[src/rtl/matrix_store_pkg.sv]
// Shared constants for matrix_store: FSM encoding, GF(3) symbol format, CLOG2 helper.
// MATRIX_STORE_SYMCHK_EN (see matrix_store.sv) uses has_illegal_sym() from here.
`ifndef MATRIX_STORE_CLOG2
`define MATRIX_STORE_CLOG2(x) $clog2(x)
`endif

package matrix_store_pkg;

  localparam int SYM_W = 2;
  localparam logic [SYM_W-1:0] SYM_ILLEGAL = 2'b11;

  localparam logic [1:0] ST_IDLE = 2'd0;
  localparam logic [1:0] ST_LOAD = 2'd1;
  localparam logic [1:0] ST_RUN  = 2'd2;
  localparam logic [1:0] ST_DUMP = 2'd3;

  // Word is zero-extended to 32 bits by the caller; nsym symbols are inspected.
  function automatic logic has_illegal_sym(input logic [31:0] word, input int nsym);
    logic bad;
    bad = 1'b0;
    for (int i = 0; i < 32 / SYM_W; i++)
      if (i < nsym && word[i*SYM_W +: SYM_W] == SYM_ILLEGAL) bad = 1'b1;
    return bad;
  endfunction

endpackage

[src/rtl/matrix_store_ram.sv]
// Single-clock storage: one write port, one read port, read-first, registered output.
module matrix_store_ram #(
  parameter int D  = 40,
  parameter int AW = 6,
  parameter int DW = 4
) (
  input  logic          clk,
  input  logic          rst,
  input  logic          we,
  input  logic [AW-1:0] waddr,
  input  logic [DW-1:0] wdata,
  input  logic          re,
  input  logic [AW-1:0] raddr,
  output logic [DW-1:0] rdata
);

  logic [DW-1:0] mem_q [D];
  logic [DW-1:0] rdata_q;

  // Contents survive reset; only the output register is cleared.
  always_ff @(posedge clk) begin
    if (we) mem_q[waddr] <= wdata;
  end

  always_ff @(posedge clk) begin
    if (rst)     rdata_q <= '0;
    else if (re) rdata_q <= mem_q[raddr];
  end

  assign rdata = rdata_q;

endmodule

[src/rtl/matrix_store.sv]
// Matrix buffer between host and systemizer: host load, systemizer RUN access, host readback.
// Define MATRIX_STORE_SYMCHK_EN to flag stored words containing the illegal GF(3) symbol.
module matrix_store
  import matrix_store_pkg::*;
#(
  parameter int L  = 8,
  parameter int K  = 10,
  parameter int D  = L * K / 2,
  parameter int AW = `MATRIX_STORE_CLOG2(D),
  parameter int DW = 2 * `MATRIX_STORE_CLOG2(3)
) (
  input  logic          clk,
  input  logic          rst,
  input  logic          load_start,
  input  logic          host_valid,
  input  logic [DW-1:0] host_data,
  output logic          host_ready,
  output logic          start,
  input  logic          done,
  input  logic          success,
  input  logic          fail,
  input  logic          sys_rd_en,
  input  logic [AW-1:0] sys_rd_addr,
  output logic [DW-1:0] sys_rd_data,
  input  logic          sys_wr_en,
  input  logic [AW-1:0] sys_wr_addr,
  input  logic [DW-1:0] sys_wr_data,
  output logic          dump_valid,
  output logic [DW-1:0] dump_data,
  input  logic          dump_ready,
  output logic          busy,
  output logic          result_ok,
  output logic          err
);

  localparam logic [AW-1:0] LAST  = AW'(D - 1);
  localparam logic [AW:0]   DEPTH = (AW + 1)'(D);

  logic [1:0]    state_q, state_d;
  logic [AW-1:0] wptr_q, wptr_d, rptr_q, rptr_d;
  logic          start_q, start_d;
  logic          dump_valid_q, dump_valid_d;
  logic          result_ok_q, result_ok_d;
  logic          err_q, err_d;
  logic          rd_oor_q, rd_oor_d;

  logic          run, load_acc, dump_acc, fetch, rd_ok, wr_ok;
  logic          ram_we, ram_re;
  logic [AW-1:0] ram_waddr, ram_raddr;
  logic [DW-1:0] ram_wdata, ram_rdata;

  always_comb begin
    run       = (state_q == ST_RUN);
    load_acc  = (state_q == ST_LOAD) && host_valid;
    dump_acc  = (state_q == ST_DUMP) && dump_valid_q && dump_ready;
    fetch     = (state_q == ST_DUMP) && !dump_valid_q;
    rd_ok     = {1'b0, sys_rd_addr} < DEPTH;
    wr_ok     = {1'b0, sys_wr_addr} < DEPTH;
    // rst gates the write so an aborted load leaves no trace of the in-flight word.
    ram_we    = !rst && (load_acc || (run && sys_wr_en && wr_ok));
    ram_waddr = (state_q == ST_LOAD) ? wptr_q : sys_wr_addr;
    ram_wdata = (state_q == ST_LOAD) ? host_data : sys_wr_data;
    ram_re    = fetch || (run && sys_rd_en && rd_ok);
    ram_raddr = (state_q == ST_DUMP) ? rptr_q : sys_rd_addr;
  end

  always_comb begin
    state_d      = state_q;
    wptr_d       = wptr_q;
    rptr_d       = rptr_q;
    start_d      = 1'b0;
    dump_valid_d = dump_valid_q;
    result_ok_d  = result_ok_q;
    err_d        = err_q;
    rd_oor_d     = rd_oor_q;
    case (state_q)
      ST_IDLE: if (load_start) begin
        state_d     = ST_LOAD;
        wptr_d      = '0;
        result_ok_d = 1'b0;
        err_d       = 1'b0;
      end
      ST_LOAD: if (load_acc) begin
        if (wptr_q == LAST) begin
          state_d = ST_RUN;
          start_d = 1'b1;
        end else begin
          wptr_d = wptr_q + 1'b1;
        end
      end
      ST_RUN: begin
        if (sys_rd_en) rd_oor_d = !rd_ok;
        if ((sys_rd_en && !rd_ok) || (sys_wr_en && !wr_ok)) err_d = 1'b1;
        if (done) begin
          result_ok_d = success && !fail;
          rptr_d      = '0;
          state_d     = ST_DUMP;
        end
      end
      ST_DUMP: begin
        if (fetch) begin
          dump_valid_d = 1'b1;
          rd_oor_d     = 1'b0;
        end else if (dump_acc) begin
          dump_valid_d = 1'b0;
          if (rptr_q == LAST) state_d = ST_IDLE;
          else                rptr_d  = rptr_q + 1'b1;
        end
      end
      default: state_d = ST_IDLE;
    endcase
`ifdef MATRIX_STORE_SYMCHK_EN
    if (ram_we && has_illegal_sym(32'(ram_wdata), DW / SYM_W)) err_d = 1'b1;
`endif
  end

  always_ff @(posedge clk) begin
    if (rst) begin
      state_q      <= ST_IDLE;
      wptr_q       <= '0;
      rptr_q       <= '0;
      start_q      <= 1'b0;
      dump_valid_q <= 1'b0;
      result_ok_q  <= 1'b0;
      err_q        <= 1'b0;
      rd_oor_q     <= 1'b0;
    end else begin
      state_q      <= state_d;
      wptr_q       <= wptr_d;
      rptr_q       <= rptr_d;
      start_q      <= start_d;
      dump_valid_q <= dump_valid_d;
      result_ok_q  <= result_ok_d;
      err_q        <= err_d;
      rd_oor_q     <= rd_oor_d;
    end
  end

  matrix_store_ram #(.D(D), .AW(AW), .DW(DW)) u_ram (
    .clk   (clk),
    .rst   (rst),
    .we    (ram_we),
    .waddr (ram_waddr),
    .wdata (ram_wdata),
    .re    (ram_re),
    .raddr (ram_raddr),
    .rdata (ram_rdata)
  );

  // The shared read register serves both the systemizer and the dump path.
  assign sys_rd_data = rd_oor_q ? '0 : ram_rdata;
  assign dump_data   = ram_rdata;
  assign dump_valid  = dump_valid_q;
  assign host_ready  = (state_q == ST_LOAD);
  assign busy        = (state_q != ST_IDLE);
  assign start       = start_q;
  assign result_ok   = result_ok_q;
  assign err         = err_q;

endmodule
[config.mk]
export PLATFORM = sky130hd
export DESIGN_NAME = matrix_store
export DESIGN_NICKNAME = d
export VERILOG_FILES = /design/src/rtl/matrix_store_pkg.sv /design/src/rtl/matrix_store_ram.sv /design/src/rtl/matrix_store.sv
export SDC_FILE = /design/constraint.sdc
export NUM_CORES = 1
export LEC_CHECK = 0
export BUFFER_PORTS_ARGS = -buffer_cell sky130_fd_sc_hd__buf_2
export CAP_MARGIN = 20
export CORE_MARGIN = 2
export CORE_UTILIZATION = 43
export DETAILED_ROUTE_END_ITERATION = 8
export GPL_ROUTABILITY_DRIVEN = 0
export GPL_TIMING_DRIVEN = 1
export PLACE_DENSITY = 0.65
export SLEW_MARGIN = 20
export SYNTH_ARGS = -nofsm -noshare
export SYNTH_HDL_FRONTEND = slang
export SYNTH_SLANG_ARGS = --single-unit
[constraint.sdc]
create_clock -name clk -period 2.5 [get_ports clk]
set_clock_uncertainty 0.1 [all_clocks]
set_input_delay 0.375 -clock clk [delete_from_list [all_inputs] [get_ports clk]]
set_output_delay 0.375 -clock clk [all_outputs]
set_load 0.02 [all_outputs]
* Word level (Yosys, flattened, before mapping) *
Memories as Yosys holds them, arrays and structs flattened. A register that Yosys moved wholly into a read port is not among the register bits.
Index checks and enable logic that the tools add are counted.

storage, ports and cells
  bits in writable memories = 160
  output and inout port bits = 14
  flip-flop bits (word level) = 19
  memories = 1

memories
  name         words  width  rd ports  clocked after memory_dff  wr ports  line                    RTL
  u_ram.mem_q  40     4      1         1                         1         matrix_store_ram.sv:17  logic [DW-1:0] mem_q [D];

operators by class
  $lt $le $gt $ge = 2
  add/sub/neg operators = 2
  equal/unequal tests = 17
  mux-type cells = 34
  bitwise operators = 2
  reduce and logical (&&, ||, !) cells = 34

operators by type and width
  cell                   number
  $mux W6                9
  $pmux W6 S2            2
  $ne A2 B2 Y1 const B   9
  $mux W2                7
  $add A6 B1 Y6 const B  2
  $eq A6 B6 Y1 const B   2
  $logic_and A1 B1 Y1    12
  $lt A6 B6 Y1 const B   2
  $mux W1                10
  $reduce_bool A2 Y1     5
  $reduce_and A3 Y1      3
  $mux W4                2
  $pmux W2 S4            1
  $reduce_and A7 Y1      1
  $ne A2 B1 Y1 const B   3
  $pmux W1 S2            3
  $logic_not A1 Y1       5
  $reduce_and A5 Y1      1
  $eq A2 B2 Y1 const B   2
  $reduce_and A4 Y1      1
  $logic_or A1 B1 Y1     3
  $reduce_or A3 Y1       1
  $eq A2 B1 Y1 const B   1
  $logic_not A2 Y1       1
  other kinds (2)        3

* Logic depth before layout (Yosys ltp) *
Gate-level depths: netlist (run 1).

  depth in word-level cells = 7
  mapped depth = 11
  mapped depth without buffers = 8

* Modules after synthesis *
A second synthesis (run 1) with hierarchy kept.

unflattened totals
  cell total of the unflattened synthesis = 542
  area, all modules = 7925.1 µm²

modules (own cells, without submodules)
  module            times used  seq. area each (µm²)  area an instance (µm²)  cells an instance
  matrix_store_ram  1           4884.7                6590.1                  380
  matrix_store      1           380.4                 1335.0                  162

* Worst setup path before layout (run 1) *
No wires, ideal clock.

  kind = reg2reg
  start = reg state_q[1]
  end = reg u_ram.rdata_q[2] (netlist: u_ram.rdata[2]) (read register of u_ram.mem_q)
  path buffers = 1
  library setup time = 0.115 ns
  arrival time = 2.464 ns
  data required time = 2.285 ns
  stages on the path, launching flop included = 10
  setup slack = -0.179 ns
  path through = dfxtp_1 > ha_1 > buf_6 > mux2i_4 > mux4_2 > nor2b_1 > or3_1 > o31ai_1 > nor2_1 > o21a_1

between the ends
  longest elaborated chain between the ends = 4
  elaborated cells between the ends (all ways) = 7
  classes of those cells = eq/ne: 2; mux: 1; reduce/logical: 4

RTL lines
  item                              line                    RTL
  start: declaration                matrix_store.sv:39      logic [1:0] state_q, state_d;
  start signal: assignment          matrix_store.sv:128     state_q <= state_d;
  $eq A2 B2 Y1                      matrix_store.sv:53      run = (state_q == ST_RUN);
  $logic_and A1 B1 Y1 (2 in a row)  matrix_store.sv:63      ram_re = fetch || (run && sys_rd_en && rd_ok);
  $logic_or A1 B1 Y1                matrix_store.sv:63
  end: declaration                  matrix_store_ram.sv:18  logic [DW-1:0] rdata_q;

Several ways; a longest one is shown, not always the timed one.
A chain may end at the register's enable or synchronous reset.

* Worst setup path after layout (run 1) *
  start = reg state_q[1]
  end = reg u_ram.rdata_q[1] (netlist: u_ram.rdata[1]) (read register of u_ram.mem_q)

Same word-level chain as after synthesis.

==> flow_summary.toml, run 1 <==
[yosys]
synth.area.top_cells = "edfxtp_1, nand2_1, dfxtp_1"
synth_top_area_cell = "edfxtp_1"
ys_ff_latch = 183
yosysMostFrequentCell = "edfxtp_1"
synth_common_cells = "edfxtp_1, nand2_1, nor2_1"
async_flop_share = 0
synth_seq_area_share = 0.622
synth.top_cell.area_share = 0.567
netlist_instances = 726
netlist_area_sq_mm = 0.00847
synth_fp_nets = 763
ys_warn_count = 0
synth_cell_type_count = 53
synth_edf_count = 160
synth_flop_cell = "edfxtp_1"
avgSynthCellArea_sq_um = 11.7

[floorplanning]
dieArea_sq_mm = 0.0208
fp.dieH_um = 144
rows = 51
start_util = 0.436
die_w_um = 144
core-area_sq_mm = 0.0194
io_pins = 44

[finish]
multi_input_area_sq_mm = 0.00315
seq_area_sq_mm = 0.00527
fill_cells = 1642
antenna_cells = 0
utilization = 0.538
area_growth_pct = 23.3
nets = 876
drive_gt1_frac = 0.268
final_area_sq_mm = 0.0104

[clocking]
cts_hold_buf = 0
cts.sinks = 183
cts_made_buffers = 17
cts_tree = "built"
cts.clk_slew.worst_paths_ns = 0.07
ctsLongestPathBuffers = 2
htreeDepth = 4
worstSkewPairLatency_ns = 0.43
clk_root_buffer_cell = "clkbuf_16"

[global_route]
antenna_found_initial = 0
grt_max_degree = 54
grt_pass1_vias = 6330
grt_pass1_wl_um = 34600
grt-ovfl-total = 0
grt_usage = 0.222

[job]
maxCapViolations = 0

[route]
drt_wl_total_um = 22500
vias = 6494
dr.pass1.iters = 5
drt_iter0_markers = 744
drcViolationCount = 0
vias_per_cell = 5.81
wl_per_cell_um = 20.2
ant_nets = 0

[timing]
tightest_slew_ns = 0.741
finalCriticalPeriod_ns = 2.52
hold_viol = 0
slew_viol_final = 0
rsz0062_at_grt = "true"
fin_crit_sh = 1.01
fmax_ghz = 0.396
finalSetupViolCount = 3
relSlewSlack = 0.506
layout_setup_ws_ns = -0.0225

[power_and_ir_drop]
ir_worst_vdd_v = 0.000384
power_mw = 8.46
pwr_density_cell_mw_per_mm2 = 810
p_leak_nw = 3.57

[critical_path]
cp_slowest_stage_delay_ns = 0.36
path_buf_inv = 3
cp_cell_sequence = "ha_4 -> buf_12 -> mux2i_4 -> buf_4 -> buf_8 -> mux4_2 -> nand2_2 -> o31ai_2 -> a221o_1 -> a31oi_1 -> nor3_1"
cp.required_ns = 2.71
end_kind = "register"
path_class = "reg -> reg"
path_max_fanout = 13
r2r_setup_slack_ns = -0.02
crit_path_start_kind = "register"
path_delay_family = "compound AO/OA/AOI/OAI gates"
slowest_stage = "dfxtp_4"
arrival_ns = 2.73

[hold_path]
hold_path.class = "in -> reg"

[run_status]
status = "finished, violations left"
violations = "negative setup slack"

[placed_design]
placed_cell_area_sq_mm = 0.00964
hpwl_um = 15200
io_buffers = 43
power by group:
group | switching [mW] | leakage [nW] | internal (mW)
clock | 1.15 | 0.264 | 1.38
combinational | 1.41 | 1.68 | 0.888
sequential | 0.0524 | 1.62 | 3.58
total | 2.61 | 3.57 | 5.85
flip-flops by register name (all words and copies together), names as in the netlist:
| name | flops |
|---|---|
| u_ram.mem_q | 160 |
| rptr_q | 6 |
| wptr_q | 6 |
| u_ram.rdata | 4 |
| state_q | 2 |
| dump_valid | 1 |
| err | 1 |
| rd_oor_q | 1 |
| result_ok | 1 |
| start | 1 |
tightest hold or removal path: cells and delay by family:
kind / cells / cell delay, ns
buffers and inverters: 1 / 0.11
and+or+nand+nor: 1 / 0.06
AOI/OAI and AO/OA: 2 / 0.13
cell usage in the layout, fill, tap and decap left out, drive strengths merged, types with 2 or more instances in the layout:
master | Yosys | layout
dfxtp | 23 | 23
and2 | 2 | 2
a211oi | 2 | 2
xnor2 | 3 | 3
or3 | 2 | 2
a21oi | 35 | 35
mux4 | 13 | 13
nand4b | 2 | 2
a221o | 3 | 3
nand3b | 3 | 3
ha | 7 | 7
nor3 | 24 | 24
or4 | 3 | 3
nand4 | 5 | 5
a22o | 3 | 3
o31ai | 10 | 10
buf | 23 | 134
nand2b | 2 | 2
nor2b | 13 | 13
edfxtp | 160 | 160
clkinv | 0 | 7
nand3 | 3 | 3
a22oi | 48 | 48
o22ai | 21 | 21
clkinvlp | 0 | 2
inv | 14 | 18
nand2 | 133 | 133
a221oi | 2 | 2
o211ai | 2 | 2
xor2 | 3 | 3
o21ai | 18 | 18
mux2 | 6 | 6
a32o | 4 | 4
clkbuf | 17 | 18
mux2i | 17 | 17
nor2 | 78 | 78
a41o | 2 | 2
a32oi | 3 | 3
a31oi | 5 | 5
per-stage QoR:
step	hold slack [ns]	setup slack, ns	cells	setup TNS, ns
after floorplan	0.358	-0.106	726	-0.106
after detailed placement	0.383	-0.295	1081	-1.42
final	0.192	-0.0225	1117	-0.0423
after CTS	0.171	-0.0407	1116	-0.0637
after global placement	0.369	-0.186	1081	-0.511
after global routing	0.192	-0.123	1117	-0.435
cells by family after synthesis:
logic type                 share of synthesized area
AOI/OAI and AO/OA                              0.131
xor gates and xnor gates                     0.00621
adders and majority gates                     0.0103
buffers and inverters                         0.0273
DFF                                            0.622
muxes                                         0.0641
and+or+nand+nor                                0.139
path summary, 6_finish.rpt:
check                                             start                           to  depth (start not counted)
worst max-delay path            state_q[1]$_SDFFE_PP0P_  u_ram.rdata[1]$_SDFFE_PP0P_                         11
worst max register to register  state_q[1]$_SDFFE_PP0P_  u_ram.rdata[1]$_SDFFE_PP0P_                         11
worst min register to register   rptr_q[5]$_SDFFE_PP0P_       rptr_q[5]$_SDFFE_PP0P_                          2
worst min-delay path                          sys_rd_en        rd_oor_q$_SDFFE_PP0P_                          4
per-layer routing:
metal | wire length (um) | vias to the layer above | GRT usage
met5 | 0 | - | 0
met3 | 1370 | 44 | 0.0374
met2 | 11000 | 290 | 0.370
met1 | 9450 | 3198 | 0.290
met4 | 743 | 0 | 0.0858
li1 | - | 2962 | -
area by class of cell:
type                       instances  share of cell area
clock buffer                      18              0.0411
timing repair buffer             134               0.103
sequential                       183               0.505
clock inverter                    14              0.0117
inverter                          14             0.00504
multi-input combinational        489               0.302
tap                              265              0.0318
timing repair:
action                                  4_1_cts  5_1_grt
pin swaps                                     7        7
resized for setup                            20       39
setup buffers                                 2        2
endpoints found under the setup margin       31      108
cloned                                        1        0
Power figures use the tool's default switching activity.
==> run 2: changes to the inputs <==
PLACE_DENSITY = 0.62   (was 0.65)
SKIP_LAST_GASP = 1   (was not set)
clock period = 3 ns   (was 2.5 ns; I/O delays follow)
==> flow_summary.toml, run 2 (synthesis gave the netlist of run 1 again) <==
[finish]
largest_reg_flops = 160
final_cell_mix = "edfxtp_1, nand2_1, nor2_1"
antenna_cells = 0
top_regs = "u_ram.mem_q (160), rptr_q (6), wptr_q (6)"
nets = 818
top_register = "u_ram.mem_q"
drive_gt1_frac = 0.168
final_common_cell = "edfxtp_1"
area_growth_pct = 14.8

[critical_path]
cp_slowest_stage_delay_ns = 0.52
cp-endpoint = "u_ram.mem_q[16][0]$_DFFE_PP_"
cp.required_ns = 2.98
r2r_setup_slack_ns = 0.14
r2r_cells = 9
path_common_cell = "nand2_1"
path_delay_family = "simple AND/OR/NAND/NOR gates"
cp_num_cells = 9
regToRegEndpoint = "u_ram.mem_q[16][0]$_DFFE_PP_"
reg2reg_from = "state_q[0]$_SDFFE_PP0P_"
cp_cell_sequence = "buf_4 -> inv_1 -> ha_1 -> nand4b_1 -> o21ai_0 -> nand2_1 -> o32ai_1 -> nand2_1 -> nor2_1"
arrival_ns = 2.83
end_kind = "register"
path_max_fanout = 5
crit_path_start_kind = "register"
path_buf_inv = 2
path_class = "reg -> reg"
critPathLaunch = "state_q[0]$_SDFFE_PP0P_"
slowest_stage = "nor2_1"

[global_route]
grt_pass1_wl_um = 34100
antenna_found_initial = 0
grt_max_degree = 54
grt_usage = 0.222
grt_pass1_vias = 6000
grt-ovfl-total = 0

[floorplanning]
fp.dieH_um = 144
die_w_um = 144
dieArea_sq_mm = 0.0208
rows = 51
core-area_sq_mm = 0.0194
io_pins = 44
start_util = 0.436

[hold_path]
hold_path_startpoint = "rst"
hold_path.class = "in -> reg"

[route]
drcViolationCount = 0
drt_iter0_markers = 732
dr.pass1.iters = 5
drt_wl_total_um = 22200
vias_per_cell = 5.94
ant_nets = 0
wl_per_cell_um = 20.9
vias = 6288

[clocking]
cts.clk_slew.worst_paths_ns = 0.07
cts.sinks = 183
clk_root_buffer_cell = "clkbuf_16"
cts_tree = "built"
ctsLongestPathBuffers = 2
htreeDepth = 4
worstSkewPairLatency_ns = 0.45
cts_made_buffers = 17

[placed_design]
hpwl_um = 15000
io_buffers = 43

[power_and_ir_drop]
power_frac_seq = 0.435
power_mw = 6.94
p_switching_mw = 2.14
ir_worst_vdd_v = 0.000328
p_leak_nw = 3.24
p_sw_frac = 0.309
comb_power_share = 0.242
intPower_mw = 4.79
pwr_density_cell_mw_per_mm2 = 714
clock_power_share = 0.323

[timing]
finalSetupViolCount = 0
tightest_slew_ns = 0.848
setup_tns_ns = 0
hold_viol = 0
fin_crit_sh = 0.952
relSlewSlack = 0.429
fmax_ghz = 0.350
slew_viol_final = 0
finalCriticalPeriod_ns = 2.86
rsz0062_at_grt = "false"

[run_status]
status = "complete, no violations"

[job]
maxCapViolations = 0
==> run 2: cell types whose count changed in the layout (fill, tap and decap cells not counted), sizes merged <==
cell      before  now
clkbuf        18   20
bufinv         1    0
clkinv         7    3
inv           18   22
buf          134   76
clkinvlp       2    1
==> run 2: how the worst min path moves through the flow <==
stage | cells after the start | endpoint
floorplan | 2 | rptr_q[5]$_SDFFE_PP0P_
global placement | 2 | result_ok$_SDFFE_PP0P_
global route | 2 | wptr_q[0]$_SDFFE_PP0P_
finish | 2 | wptr_q[1]$_SDFFE_PP0P_
detailed placement | 2 | rptr_q[5]$_SDFFE_PP0P_
CTS | 2 | wptr_q[1]$_SDFFE_PP0P_
==> run 2: what timing repair did <==
item,in CTS,in global routing
gates resized for setup,1,7
setup endpoints to repair,1,4
hold buffers,0,0
setup buffers,0,4
endpoints found under the hold margin,0,0
==> run 2: cell type report <==
type                            count  area (sq um)
Fill cell                        1719          9680
Sequential cell                   183          5270
Multi-Input combinational cell    489          2980
Clock buffer                       20           500
Timing Repair Buffer               76           490
Tap cell                          265           332
Clock inverter                     12           100
Inverter                           14          52.6
==> run 2: through the flow <==
stage,area (sq um),instances,utilization,hold WS [ns],setup WS (ns)
2_1_floorplan,8470,726,-,0.358,0.321
3_3_place_gp,9060,1023,0.467,0.370,0.154
3_5_place_dp,9060,1023,0.467,0.396,0.0138
4_1_cts,9670,1055,0.498,0.129,0.0509
5_1_grt,9720,1059,0.501,0.144,0.00864
6_report,9720,1059,0.501,0.136,0.143
==> run 2: routing by layer <==
metal | vias to the layer above | routed length (um) | part of all wire | track usage
met4 | 0 | 752 | 0.034 | 0.101
met2 | 314 | 10600 | 0.48 | 0.358
met1 | 3091 | 9070 | 0.41 | 0.292
met3 | 40 | 1720 | 0.078 | 0.0421
met5 | - | 0 | 0 | 0
li1 | 2843 | - | - | -
==> run 2: power by group through the flow <==
stage	combinational, mW	sequential [mW]	clock, mW
final	1.68	3.02	2.24
after global routing	1.83	3.02	2.37
after CTS	1.64	3.02	2.26
after detailed placement	1.63	3.07	0
after global placement	1.60	3.07	0
after floorplan	1.04	3.09	0
==> run 3: changes to the inputs <==
RECOVER_POWER = 25   (was not set)
clock period = 3.7 ns   (was 3 ns; I/O delays follow)
==> flow_summary.toml, run 3 (synthesis gave the netlist of run 1 again) <==
[run_status]
status = "complete, no violations"

[global_route]
grt_pass1_wl_um = 33000
grt_pass1_vias = 5872
grt_usage = 0.214
grt-ovfl-total = 0
antenna_found_initial = 0
grt_max_degree = 54

[critical_path]
path_common_cell = "buf_4"
end_kind = "register"
arrival_ns = 3.47
path_max_fanout = 24
cp_cell_sequence = "ha_1 -> buf_4 -> nor2b_1 -> buf_4 -> a22oi_1 -> o21ai_0 -> o31ai_1 -> or4_1 -> a31oi_1 -> nor3_1"
cp_slowest_stage_delay_ns = 0.62
crit_path_start_kind = "register"
path_delay_family = "simple AND/OR/NAND/NOR gates"
path_class = "reg -> reg"
slowest_stage = "or4_1"
cp.required_ns = 3.90
path_buf_inv = 2

[finish]
antenna_cells = 0
top_regs = "u_ram.mem_q (160), rptr_q (6), wptr_q (6)"
final_common_cell = "edfxtp_1"
nets = 798
largest_reg_flops = 160
drive_gt1_frac = 0.120
top_register = "u_ram.mem_q"
area_growth_pct = 11.9
utilization = 0.489
final_cell_mix = "edfxtp_1, nand2_1, nor2_1"

[floorplanning]
rows = 51
core-area_sq_mm = 0.0194
dieArea_sq_mm = 0.0208
io_pins = 44
fp.dieH_um = 144
die_w_um = 144
start_util = 0.436

[timing]
rsz0062_at_grt = "false"
relSlewSlack = 0.00688
slew_viol_final = 0
finalCriticalPeriod_ns = 3.27
fin_crit_sh = 0.883
setup_tns_ns = 0
tightest_slew_ns = 1.49
hold_ws_ns = 0.343
hold_viol = 0
finalSetupViolCount = 0
fmax_ghz = 0.306

[power_and_ir_drop]
pwr_density_cell_mw_per_mm2 = 573
power_mw = 5.43
ir_worst_vdd_v = 0.000204
p_leak_nw = 3.06

[route]
dr.pass1.iters = 5
vias_per_cell = 5.81
drt_wl_total_um = 21300
drt_iter0_markers = 682
ant_nets = 0
wl_per_cell_um = 20.5
vias = 6034
drcViolationCount = 0

[hold_path]
hold_path.class = "in -> reg"

[placed_design]
io_buffers = 43
hpwl_um = 14300

[clocking]
cts_resized = 0
clk_root_buffer_cell = "clkbuf_16"
htreeDepth = 4
cts.sinks = 183
cts.clk_slew.worst_paths_ns = 0.07
cts_hold_buf = 0
worstSkewPairLatency_ns = 0.43
cts_made_buffers = 17
cts_tree = "built"
cts_setup_buffers = 0
ctsLongestPathBuffers = 2

[job]
maxCapViolations = 0
==> run 3: worst paths after layout <==
path	startpoint	endpoint	slack, ns	cells after the start
min	host_valid	start$_SDFF_PP0_	0.34	2
max reg2reg	state_q[1]$_SDFFE_PP0P_	u_ram.rdata[3]$_SDFFE_PP0P_	0.43	10
max	state_q[1]$_SDFFE_PP0P_	u_ram.rdata[3]$_SDFFE_PP0P_	0.43	10
min reg2reg	result_ok$_SDFFE_PP0P_	result_ok$_SDFFE_PP0P_	0.42	2
==> run 3: area by class of cell <==
cell class / count / area, sq um
multi-input cells: 489 / 2970
fillers: 1743 / 9920
clock buffers: 19 / 464
well taps: 265 / 332
inverters: 14 / 52.6
clock inverters: 13 / 103
flip-flops and latches: 183 / 5270
repair buffers: 56 / 290
==> run 3: power breakdown <==
group	total [mW]	switching [mW]	internal, mW
Sequential	2.47	0.0373	2.43
Combinational	1.22	0.841	0.381
Clock	1.74	0.804	0.936
==> run 3: worst register-to-register path: cells and delay by family (launching register included) <==
family | cells | cell delay, ns
compound gates | 4 | 0.65
fa+ha+maj | 1 | 0.50
buf+inv | 2 | 0.63
flops | 1 | 0.41
simple gates | 3 | 0.84
==> run 3: per-stage QoR <==
stage | instances | worst slack [ns] | area [sq um]
after global routing | 1039 | 0.130 | 9480
after CTS | 1039 | 0.454 | 9500
after detailed placement | 1007 | 0.481 | 8930
final | 1039 | 0.433 | 9480
after global placement | 1007 | 0.536 | 8930
after floorplan | 726 | 1.02 | 8470
==> run 3: per-layer routing <==
layer / up-vias / global-route usage / wire (um)
met5: - / 0 / 0
met3: 28 / 0.0394 / 1380
met1: 3006 / 0.282 / 9040
met4: 0 / 0.0608 / 330
li1: 2799 / - / -
met2: 201 / 0.364 / 10600
